<file path="src/rtl/seg_pkg.sv">
// Shared types, constants and digit helpers for the seven-segment display scheduler.
package seg_pkg;

    typedef enum logic [2:0] {IDLE, SELECT, CONVERT, LATCH, DWELL} sched_state_t;

    localparam logic [3:0]  BLANK_DIGIT = 4'hF;
    localparam logic [13:0] MAX_DISPLAY = 14'd9999;
    localparam int unsigned BCD_ITER    = 14;

    // Leading zeros become blank digits; the units digit always shows.
    function automatic logic [15:0] blank_leading_zeros(input logic [15:0] bcd);
        logic [15:0] res;
        res = bcd;
        if (bcd[15:12] == 4'd0) begin
            res[15:12] = BLANK_DIGIT;
            if (bcd[11:8] == 4'd0) begin
                res[11:8] = BLANK_DIGIT;
                if (bcd[7:4] == 4'd0) begin
                    res[7:4] = BLANK_DIGIT;
                end
            end
        end
        return res;
    endfunction

endpackage

</file>
<file path="src/rtl/bin2bcd_seq.sv">
// Sequential double-dabble converter: 14-bit binary to 4 BCD digits, one shift per clock.
module bin2bcd_seq
    import seg_pkg::*;
(
    input  logic        clock_100Mhz,
    input  logic        reset_n,
    input  logic        start,
    input  logic [13:0] bin,
    output logic        done,
    output logic [15:0] bcd
);

    logic [29:0] sr_q, sr_d;
    logic [3:0]  iter_q, iter_d;
    logic        run_q, run_d;
    logic [15:0] adj;

    always_comb begin
        adj = '0;
        for (int i = 0; i < 4; i++) begin
            adj[i*4 +: 4] = (sr_q[14 + i*4 +: 4] >= 4'd5) ? sr_q[14 + i*4 +: 4] + 4'd3
                                                          : sr_q[14 + i*4 +: 4];
        end
    end

    always_comb begin
        sr_d   = sr_q;
        iter_d = iter_q;
        run_d  = run_q;
        done   = run_q && (iter_q == 4'(BCD_ITER - 1));
        if (start) begin
            sr_d   = {16'd0, bin};
            iter_d = '0;
            run_d  = 1'b1;
        end else if (run_q) begin
            sr_d   = {adj[14:0], sr_q[13:0], 1'b0};
            iter_d = iter_q + 4'd1;
            if (done) begin
                run_d = 1'b0;
            end
        end
    end

    always_ff @(posedge clock_100Mhz or negedge reset_n) begin
        if (!reset_n) begin
            sr_q   <= '0;
            iter_q <= '0;
            run_q  <= 1'b0;
        end else begin
            sr_q   <= sr_d;
            iter_q <= iter_d;
            run_q  <= run_d;
        end
    end

    assign bcd = sr_q[29:14];

endmodule

</file>
<file path="src/rtl/seg_display_scheduler.sv">
// Round-robin / urgent-preemptive scheduler sharing a 4-digit BCD display between sources.
module seg_display_scheduler
    import seg_pkg::*;
#(
    parameter int unsigned NUM_SRC      = 4,
    parameter int unsigned DATA_W       = 14,
    parameter int unsigned DWELL_CYCLES = 200_000_000
) (
    input  logic                      clock_100Mhz,
    input  logic                      reset_n,
    input  logic [NUM_SRC-1:0]        src_valid,
    input  logic [NUM_SRC-1:0]        src_urgent,
    input  logic [NUM_SRC*DATA_W-1:0] src_value,
    output logic [15:0]               disp_bcd,
    output logic [2:0]                disp_src,
    output logic                      disp_valid,
    output logic                      disp_ovf,
    output logic                      busy
);

    sched_state_t      state_q, state_d;
    logic [2:0]        sel_q, sel_d, last_q, last_d;
    logic [DATA_W-1:0] raw_q, raw_d;
    logic              ovf_q, ovf_d, live_q, live_d;
    logic [31:0]       dwell_q, dwell_d, dwell_dec;
    logic [15:0]       bcd_q, bcd_d;
    logic [2:0]        src_q, src_d;
    logic              vld_q, vld_d, dovf_q, dovf_d;

    logic              conv_start, conv_done;
    logic [13:0]       conv_bin;
    logic [15:0]       conv_bcd;

    logic [7:0]        valid_ext, urgent_ext;
    logic [DATA_W-1:0] value_arr [8];
    logic [3:0]        pick;
    logic [DATA_W-1:0] pick_value, cur_value;
    logic              cur_valid, cur_urgent, other_urgent;

    function automatic logic over_max(input logic [DATA_W-1:0] v);
        return 32'(v) > 32'(MAX_DISPLAY);
    endfunction

    function automatic logic [13:0] clamp(input logic [DATA_W-1:0] v);
        return over_max(v) ? MAX_DISPLAY : 14'(v);
    endfunction

    // {found, index}: lowest valid urgent source, else next valid after last, last itself last.
    function automatic logic [3:0] pick_source(input logic [7:0] valid, input logic [7:0] urgent,
                                               input logic [2:0] last);
        logic       found;
        logic [2:0] idx;
        int         j;
        found = 1'b0;
        idx   = last;
        for (int i = int'(NUM_SRC) - 1; i >= 0; i--) begin
            if (valid[3'(i)] && urgent[3'(i)]) begin
                found = 1'b1;
                idx   = 3'(i);
            end
        end
        if (!found) begin
            for (int k = 1; k <= int'(NUM_SRC); k++) begin
                j = (int'(last) + k) % int'(NUM_SRC);
                if (!found && valid[3'(j)]) begin
                    found = 1'b1;
                    idx   = 3'(j);
                end
            end
        end
        return {found, idx};
    endfunction

    always_comb begin
        valid_ext  = 8'(src_valid);
        urgent_ext = 8'(src_urgent);
        for (int i = 0; i < 8; i++) begin
            value_arr[i] = '0;
        end
        for (int i = 0; i < int'(NUM_SRC); i++) begin
            value_arr[i] = src_value[i*DATA_W +: DATA_W];
        end
    end

    assign pick         = pick_source(valid_ext, urgent_ext, last_q);
    assign pick_value   = value_arr[pick[2:0]];
    assign cur_value    = value_arr[sel_q];
    assign cur_valid    = valid_ext[sel_q];
    assign cur_urgent   = cur_valid && urgent_ext[sel_q];
    assign other_urgent = |(valid_ext & urgent_ext & ~(8'd1 << sel_q));
    assign dwell_dec    = (dwell_q != 32'd0) ? dwell_q - 32'd1 : 32'd0;

    always_comb begin
        state_d    = state_q;
        sel_d      = sel_q;
        last_d     = last_q;
        raw_d      = raw_q;
        ovf_d      = ovf_q;
        live_d     = live_q;
        dwell_d    = dwell_q;
        bcd_d      = bcd_q;
        src_d      = src_q;
        vld_d      = vld_q;
        dovf_d     = dovf_q;
        conv_start = 1'b0;
        conv_bin   = clamp(cur_value);
        unique case (state_q)
            IDLE: begin
                if (|src_valid) state_d = SELECT;
            end
            SELECT: begin
                if (pick[3]) begin
                    sel_d      = pick[2:0];
                    last_d     = pick[2:0];
                    raw_d      = pick_value;
                    ovf_d      = over_max(pick_value);
                    live_d     = 1'b0;
                    conv_start = 1'b1;
                    conv_bin   = clamp(pick_value);
                    state_d    = CONVERT;
                end else begin
                    bcd_d   = {4{BLANK_DIGIT}};
                    vld_d   = 1'b0;
                    dovf_d  = 1'b0;
                    state_d = IDLE;
                end
            end
            CONVERT: begin
                if (live_q) dwell_d = dwell_dec;
                if (conv_done) state_d = LATCH;
            end
            LATCH: begin
                bcd_d   = blank_leading_zeros(conv_bcd);
                src_d   = sel_q;
                vld_d   = 1'b1;
                dovf_d  = ovf_q;
                // A live update keeps counting down the dwell already in progress.
                dwell_d = live_q ? dwell_dec : 32'(DWELL_CYCLES - 1);
                state_d = DWELL;
            end
            DWELL: begin
                if (!cur_valid || (other_urgent && !cur_urgent) || dwell_q == 32'd0) begin
                    state_d = SELECT;
                end else if (cur_value != raw_q) begin
                    raw_d      = cur_value;
                    ovf_d      = over_max(cur_value);
                    live_d     = 1'b1;
                    conv_start = 1'b1;
                    dwell_d    = dwell_dec;
                    state_d    = CONVERT;
                end else begin
                    dwell_d = dwell_dec;
                end
            end
            default: state_d = IDLE;
        endcase
    end

    always_ff @(posedge clock_100Mhz or negedge reset_n) begin
        if (!reset_n) begin
            state_q <= IDLE;
            sel_q   <= '0;
            last_q  <= 3'(NUM_SRC - 1);
            raw_q   <= '0;
            ovf_q   <= 1'b0;
            live_q  <= 1'b0;
            dwell_q <= '0;
            bcd_q   <= {4{BLANK_DIGIT}};
            src_q   <= '0;
            vld_q   <= 1'b0;
            dovf_q  <= 1'b0;
        end else begin
            state_q <= state_d;
            sel_q   <= sel_d;
            last_q  <= last_d;
            raw_q   <= raw_d;
            ovf_q   <= ovf_d;
            live_q  <= live_d;
            dwell_q <= dwell_d;
            bcd_q   <= bcd_d;
            src_q   <= src_d;
            vld_q   <= vld_d;
            dovf_q  <= dovf_d;
        end
    end

    bin2bcd_seq u_bin2bcd (
        .clock_100Mhz (clock_100Mhz),
        .reset_n      (reset_n),
        .start        (conv_start),
        .bin          (conv_bin),
        .done         (conv_done),
        .bcd          (conv_bcd)
    );

    assign disp_bcd   = bcd_q;
    assign disp_src   = src_q;
    assign disp_valid = vld_q;
    assign disp_ovf   = dovf_q;
    assign busy       = (state_q == CONVERT);

endmodule

</file>
<file path="config.mk">
export PLATFORM = sky130hd
export DESIGN_NAME = seg_display_scheduler
export DESIGN_NICKNAME = d
export VERILOG_FILES = /design/src/rtl/seg_pkg.sv /design/src/rtl/bin2bcd_seq.sv /design/src/rtl/seg_display_scheduler.sv
export SDC_FILE = /design/constraint.sdc
export NUM_CORES = 1
export LEC_CHECK = 0
export BUFFER_PORTS_ARGS = -buffer_cell sky130_fd_sc_hd__buf_2
export CORE_ASPECT_RATIO = 0.9
export CORE_MARGIN = 8
export CORE_UTILIZATION = 35
export DETAILED_ROUTE_END_ITERATION = 6
export SLEW_MARGIN = 20
export SYNTH_ARGS = -nofsm -noshare
export SYNTH_HDL_FRONTEND = slang
export SYNTH_SLANG_ARGS = --single-unit
</file>
<file path="constraint.sdc">
create_clock -name clock_100Mhz -period 3.9 [get_ports clock_100Mhz]
set_input_delay 0.39 -clock clock_100Mhz [delete_from_list [all_inputs] [get_ports clock_100Mhz]]
set_output_delay 0.39 -clock clock_100Mhz [all_outputs]
set_load 0.02 [all_outputs]
</file>
Word-level counts from Yosys, hierarchy flattened

Cells that the tools add are included.

Add/sub/neg operators: 10
Bitwise gates (word level): 9
Multiplexer cells: 93
Magnitude comparators: 13
Equality and inequality tests: 14
Shift operators: 1
Reductions and logical operators: 40

Operator list:

| cell                    | number |
|---|---|
| $mux W14                | 11 |
| $mux W32                | 4 |
| $pmux W32 S3            | 1 |
| $bmux W14 S3            | 2 |
| $mux W30                | 2 |
| $mux W3                 | 14 |
| $mux W1                 | 35 |
| $logic_not A32 Y1       | 1 |
| $pmux W16 S2            | 1 |
| $reduce_bool A32 Y1     | 1 |
| $sub A32 B1 Y32 const B | 1 |
| $gt A14 B14 Y1 const B  | 2 |
| $pmux W14 S2            | 1 |
| $mux W4                 | 6 |
| $lt A3 B5 Y1 const B    | 4 |
| $bmux W1 S3             | 6 |
| $ge A4 B3 Y1 const B    | 4 |
| $mux W16                | 1 |
| $pmux W3 S5             | 1 |
| $ne A14 B14 Y1          | 1 |
| $add A4 B2 Y4 const B   | 3 |
| $logic_not A4 Y1        | 3 |
| $mux W12                | 1 |
| $logic_and A1 B1 Y1     | 11 |
| 33 further kinds        | 63 |

Word-level logic and storage cells: 194
Register bits: 113

Logic depth before layout (Yosys ltp)

Depth in word-level cells: 30
Mapped depth: 12
Depth with buffers taken out: 10

Modules after synthesis

A second synthesis with hierarchy kept.

Cell total of the unflattened synthesis: 830
Area, all modules: 7663.6 um2

Modules (own cells, without submodules):

| module                | instances | cells each | sequential area each (um2) | area each (um2) |
|---|---|---|---|---|
| seg_display_scheduler | 1         | 623        | 1949.4                     | 5661.7 |
| bin2bcd_seq           | 1         | 207        | 875.8                      | 2001.9 |

Least setup slack after synthesis

No wires, ideal clock.

Kind: register to register
Start point: reg last_q[0]
End point: reg u_bin2bcd.sr_q[1]
Buffers on the path: 3
Arrival: 2.765 ns
Setup slack: 0.979 ns
Period minus slack after synthesis: 2.921 ns
Stages on the path, launching flop included: 12
Data required time: 3.744 ns
Path through: dfstp_2 > clkbuf_1 > o21ai_0 > mux2_2 > o2111ai_1 > and3_1 > buf_2 > mux4_2 > o31a_1 > o21ai_1 > buf_2 > a311oi_1

Cells in the longest elaborated chain, start to end: 30
Elaborated cells between the ends (all ways): 60
Those cells by class: add/sub (4); order compare (1); mux (38); bitwise (5); reduce/logical (12)

Ends and longest elaborated chain:

| element                                     | RTL line                     | source |
|---|---|---|
| from (decl)                                 | seg_display_scheduler.sv:22  | `logic [2:0] sel_q, sel_d, last_q, last_d;` |
| from (signal assigned)                      | seg_display_scheduler.sv:163 | `last_q <= 3'(NUM_SRC - 1);` |
| from (signal assigned)                      | seg_display_scheduler.sv:175 | `last_q <= last_d;` |
| $add A2 B1 Y2                               | seg_display_scheduler.sv:64  | `j = (int'(last) + k) % int'(NUM_SRC);` |
| $reduce_or A2 Y1 (no source line)           | --                           |  |
| $and A1 B1 Y1 (no source line)              | --                           |  |
| $bmux W1 S3                                 | seg_display_scheduler.sv:65  | `if (!found && valid[3'(j)]) begin` |
| $mux W1 (implied by the code) (2 in a row)  | seg_display_scheduler.sv:65  |  |
| $logic_and A1 B1 Y1                         | seg_display_scheduler.sv:65  |  |
| $mux W1                                     | seg_display_scheduler.sv:65  |  |
| $mux W1                                     | seg_display_scheduler.sv:62  | `if (!found) begin` |
| [12 not listed]                             | --                           |  |
| $not A3 Y4 (implied by the code)            | seg_display_scheduler.sv:86  | `assign pick_value = value_arr[pick[2:0]];` |
| $bmux W14 S3                                | seg_display_scheduler.sv:86  |  |
| $mux W14 (implied by the code) (2 in a row) | seg_display_scheduler.sv:86  |  |
| $gt A14 B14 Y1                              | seg_display_scheduler.sv:41  | `return 32'(v) > 32'(MAX_DISPLAY);` |
| $mux W14                                    | seg_display_scheduler.sv:45  | `return over_max(v) ? MAX_DISPLAY : 14'(v);` |
| $mux W14                                    | seg_display_scheduler.sv:112 | `if (pick[3]) begin` |
| $mux W14                                    | seg_display_scheduler.sv:107 | `unique case (state_q)` |
| $mux W30                                    | bin2bcd_seq.sv:31            | `if (start) begin` |
| to (signal assigned)                        | bin2bcd_seq.sv:50            | `sr_q <= sr_d;` |
| to (decl)                                   | bin2bcd_seq.sv:13            | `logic [29:0] sr_q, sr_d;` |

Several ways; a longest one is shown, not always the timed one. The select of a mux whose other input is x is not followed.
A chain may end at the register's enable or synchronous reset.

Worst setup path after layout

Start point: reg sel_q[1]
End point: reg ovf_q

Cells in the longest elaborated chain, start to end: 9
Elaborated cells between the ends (all ways): 26
Those cells by class: order compare (1); eq/ne (3); shift (1); mux (10); bitwise (3); reduce/logical (8)

Ends and longest elaborated chain:

| element                                                                | RTL line                     | source |
|---|---|---|
| from (decl)                                                            | seg_display_scheduler.sv:22  |  |
| from (signal assigned)                                                 | seg_display_scheduler.sv:174 | `sel_q <= sel_d;` |
| parallel branches: the longest is 9 deep, another holds $gt A14 B14 Y1 | --                           |  |
| to (signal assigned)                                                   | seg_display_scheduler.sv:177 | `ovf_q <= ovf_d;` |
| to (decl)                                                              | seg_display_scheduler.sv:24  | `logic ovf_q, ovf_d, live_q, live_d;` |

Several ways; the timed one is not identified. The select of a mux whose other input is x is not followed.

==> impl_metrics.py <==
metrics = {
    "final_layout": {
        "drive_gt1_share_pct": 21.8,
        "final_cell_count_no_fill": 1117,
        "area_growth_pct": 14.1,
        "n_antenna_cell": 0,
        "fillers": 2042,
        "finalInstanceArea_mm2": 0.00825,
        "finalNetCount": 929,
    },
    "clocking": {
        "cts_sinks": 112,
        "cts_tree": "built",
        "htree_levels": 3,
        "clock_latency_ns": 0.35,
        "clk_path_buf_depth": 2,
        "ctsResizeCount": 0,
        "post_cts_buffers": 0,
        "clockRootBuffer": "clkbuf_16",
        "path_clk_slew_ns": 0.07,
        "cts_made_buffers": 9,
        "ctsHoldBuffers": 0,
    },
    "synthesis": {
        "postSynthAreaPerCell_um2": 9.30,
        "syn_inst": 778,
        "syn-cell-area_mm2": 0.00723,
        "synth_edf_count": 0,
        "ys.warnings.count": 0,
        "ys_seq_area_share_pct": 39.1,
        "synth_flop_cell": "dfrtp_1",
        "ys_ff_latch": 112,
        "mappedNetlistNets": 855,
        "async_reset_ff_share_pct": 100,
        "synth_cell_type_count": 75,
    },
    "setup_path": {
        "path_cells": "mux4_2 -> xnor2_1 -> a41oi_1 -> a222oi_1 -> and4_1 -> o21ai_4 -> buf_4 -> nor2_1 -> a31oi_1",
        "cp_data_arrival_time_ns": 3.82,
        "critPathCaptureType": "register",
        "reg2reg_depth": 9,
        "start_kind": "register",
        "critical_path_class": "reg2reg",
        "required_ns": 4.17,
        "cp_slowest_cell": "dfrtp_1",
        "cp_max_fo": 38,
        "r2r_slack_ns": 0.35,
        "cpPeakStageDelay_ns": 0.82,
    },
    "route": {
        "ant_nets": 0,
        "firstDrtPassIters": 5,
        "wl_per_cell_um": 16.6,
        "drt_iter0_markers": 402,
        "totalWireLength_um": 18600,
        "drcViolationCount": 0,
        "vias": 6152,
        "via_per_inst": 5.51,
    },
    "sta": {
        "post-route-min-period_ns": 3.55,
        "max_freq_ghz": 0.282,
        "rsz0062_at_grt": "no",
        "skew_ns": 0.00975,
        "slew_headroom_pct": 30.9,
        "worstMarginPinSlew_ns": 1.04,
        "setup_tns_ns": 0,
        "setup-violations-final": 0,
        "hold_viol": 0,
        "final.period_utilization_pct": 91.0,
        "slew_viol_final": 0,
    },
    "power": {
        "peakVddDrop_v": 0.000307,
        "power.density_mw_per_mm2": 753,
        "leakage_nw": 3.47,
    },
    "global_route": {
        "track_usage_pct": 14.6,
        "antenna_found_initial": 0,
        "grt_pass1_wl_um": 31300,
        "grt_pass1_vias": 5963,
        "grt-ovfl-total": 0,
        "grt_max_degree": 52,
    },
    "worst_hold_path": {
        "hold_path_class": "in2async",
    },
    "placed_design": {
        "dp.cells": 1101,
        "place_congestion": 0.823,
        "hpwl_um": 13500,
        "portBuffers": 87,
        "postPlaceCellArea_mm2": 0.00798,
    },
    "floorplanning": {
        "die_width_um": 168,
        "die_h_um": 152,
        "coreArea_mm2": 0.0205,
        "boundaryPins": 88,
        "row_count": 50,
        "start_util_pct": 35.2,
        "dieArea_mm2": 0.0255,
    },
    "job": {
        "maxCapViolCount": 0,
    },
    "status": {
        "outcome": "complete, no violations",
    },
}
-- worst max-delay path: cells and delay by family, from the launching register on --
kind | cells | cell delay [ns]
AND/OR/NAND/NOR | 2 | 0.35
XOR/XNOR | 1 | 0.16
multiplexers | 1 | 0.48
AO/OA/AOI/OAI | 4 | 1.21
flip-flops | 1 | 0.82
buffers and inverters | 1 | 0.42
-- final timing paths --
path	startpoint	to
hold reg to reg	ovf_q	disp_ovf
hold / removal	reset_n	u_bin2bcd.sr_q[22]
max in group asynchronous	reset_n	last_q[1]
setup / recovery	sel_q[1]	ovf_q
min in group clock_100Mhz	ovf_q	disp_ovf
setup reg to reg	sel_q[1]	ovf_q
-- placed cells by master (no fill, tap or decap), types with 15 or more instances in the layout --
master    count
nor2_1       93
dfrtp_1      93
buf_2        86
nand2_1      65
o21ai_0      61
a21oi_1      44
mux2i_1      41
xnor2_1      23
buf_4        22
inv_1        21
nor3_1       18
dfstp_2      18
mux4_2       17
nand2b_1     15
-- routing by layer --
metal | track usage, % | routed length [um]
met1 | 22.5 | 10000
met2 | 20.4 | 7480
met3 | 2.62 | 895
met4 | 4.08 | 201
met5 | 0 | 0
-- per-stage QoR --
step                      utilization [%]  setup WS (ns)  hold WS (ns)  total power, mW
after floorplan                         -          0.979        0.0944             4.52
after global placement               38.9          0.405         0.436             5.31
after detailed placement             38.9          0.348         0.439             5.37
after CTS                            40.2          0.337        0.0533             6.26
after global routing                 40.2          0.108        0.0794             6.75
final                                40.2          0.352        0.0393             6.22
-- power breakdown --
part / switching (mW) / total [mW] / internal (mW)
logic: 1.71 / 3.09 / 1.38
clock network: 0.423 / 0.878 / 0.456
registers: 0.527 / 2.25 / 1.72
-- area by class of cell --
type / instances / area, um^2 / area share (%)
Sequential cell: 112 / 2830 / 34.2
Timing Repair Buffer: 110 / 636 / 7.70
Clock buffer: 14 / 254 / 3.08
Multi-Input combinational cell: 598 / 4120 / 49.9
Clock inverter: 2 / 16.3 / 0.197
Tap cell: 260 / 325 / 3.94
Inverter: 21 / 78.8 / 0.955
-- registers in the layout (all words and copies together) (netlist names) --
signal            count
dwell_q              32
u_bin2bcd.sr_q       30
disp_bcd             16
raw_q                14
u_bin2bcd.iter_q      4
disp_src              3
sel_q                 3
state_q               3
last_q                2
disp_ovf              1
disp_valid            1
live_q                1
ovf_q                 1
u_bin2bcd.run_q       1
-- logic make-up (layout without fill, tap and decap cells) --
logic type	count (synthesis)	count (layout)	synth area share (%)
AOI/OAI and AO/OA	210	210	19.4
adders and majority gates	11	11	1.90
DFF	112	112	39.1
muxes	70	70	12.8
buffers and inverters	68	147	4.24
xor gates and xnor gates	26	26	3.15
and+or+nand+nor	281	281	19.5
-- synth_stat cells (11+ instances only) --
| cell | n | area share [%] |
|---|---|---|
| buf_2 | 11 | 0.76 |
| a31oi_1 | 13 | 1.1 |
| dfstp_2 | 18 | 6.5 |
| nor2_1 | 94 | 4.9 |
| inv_1 | 21 | 1.1 |
| a211oi_1 | 11 | 1.1 |
| mux2i_1 | 41 | 5.7 |
| ha_1 | 11 | 1.9 |
| nor2b_1 | 13 | 1.1 |
| nand2_1 | 65 | 3.4 |
| nand2b_1 | 15 | 1.3 |
| dfrtp_1 | 94 | 33 |
| xnor2_1 | 23 | 2.8 |
| mux2_2 | 12 | 1.9 |
| clkbuf_1 | 29 | 1.5 |
| o21ai_0 | 61 | 4.2 |
| a21oi_1 | 44 | 3.0 |
| nand3_1 | 13 | 0.90 |
| o22a_1 | 12 | 1.5 |
| nor3_1 | 18 | 1.2 |
| mux4_2 | 17 | 5.3 |
Power figures use the tool's default switching activity.
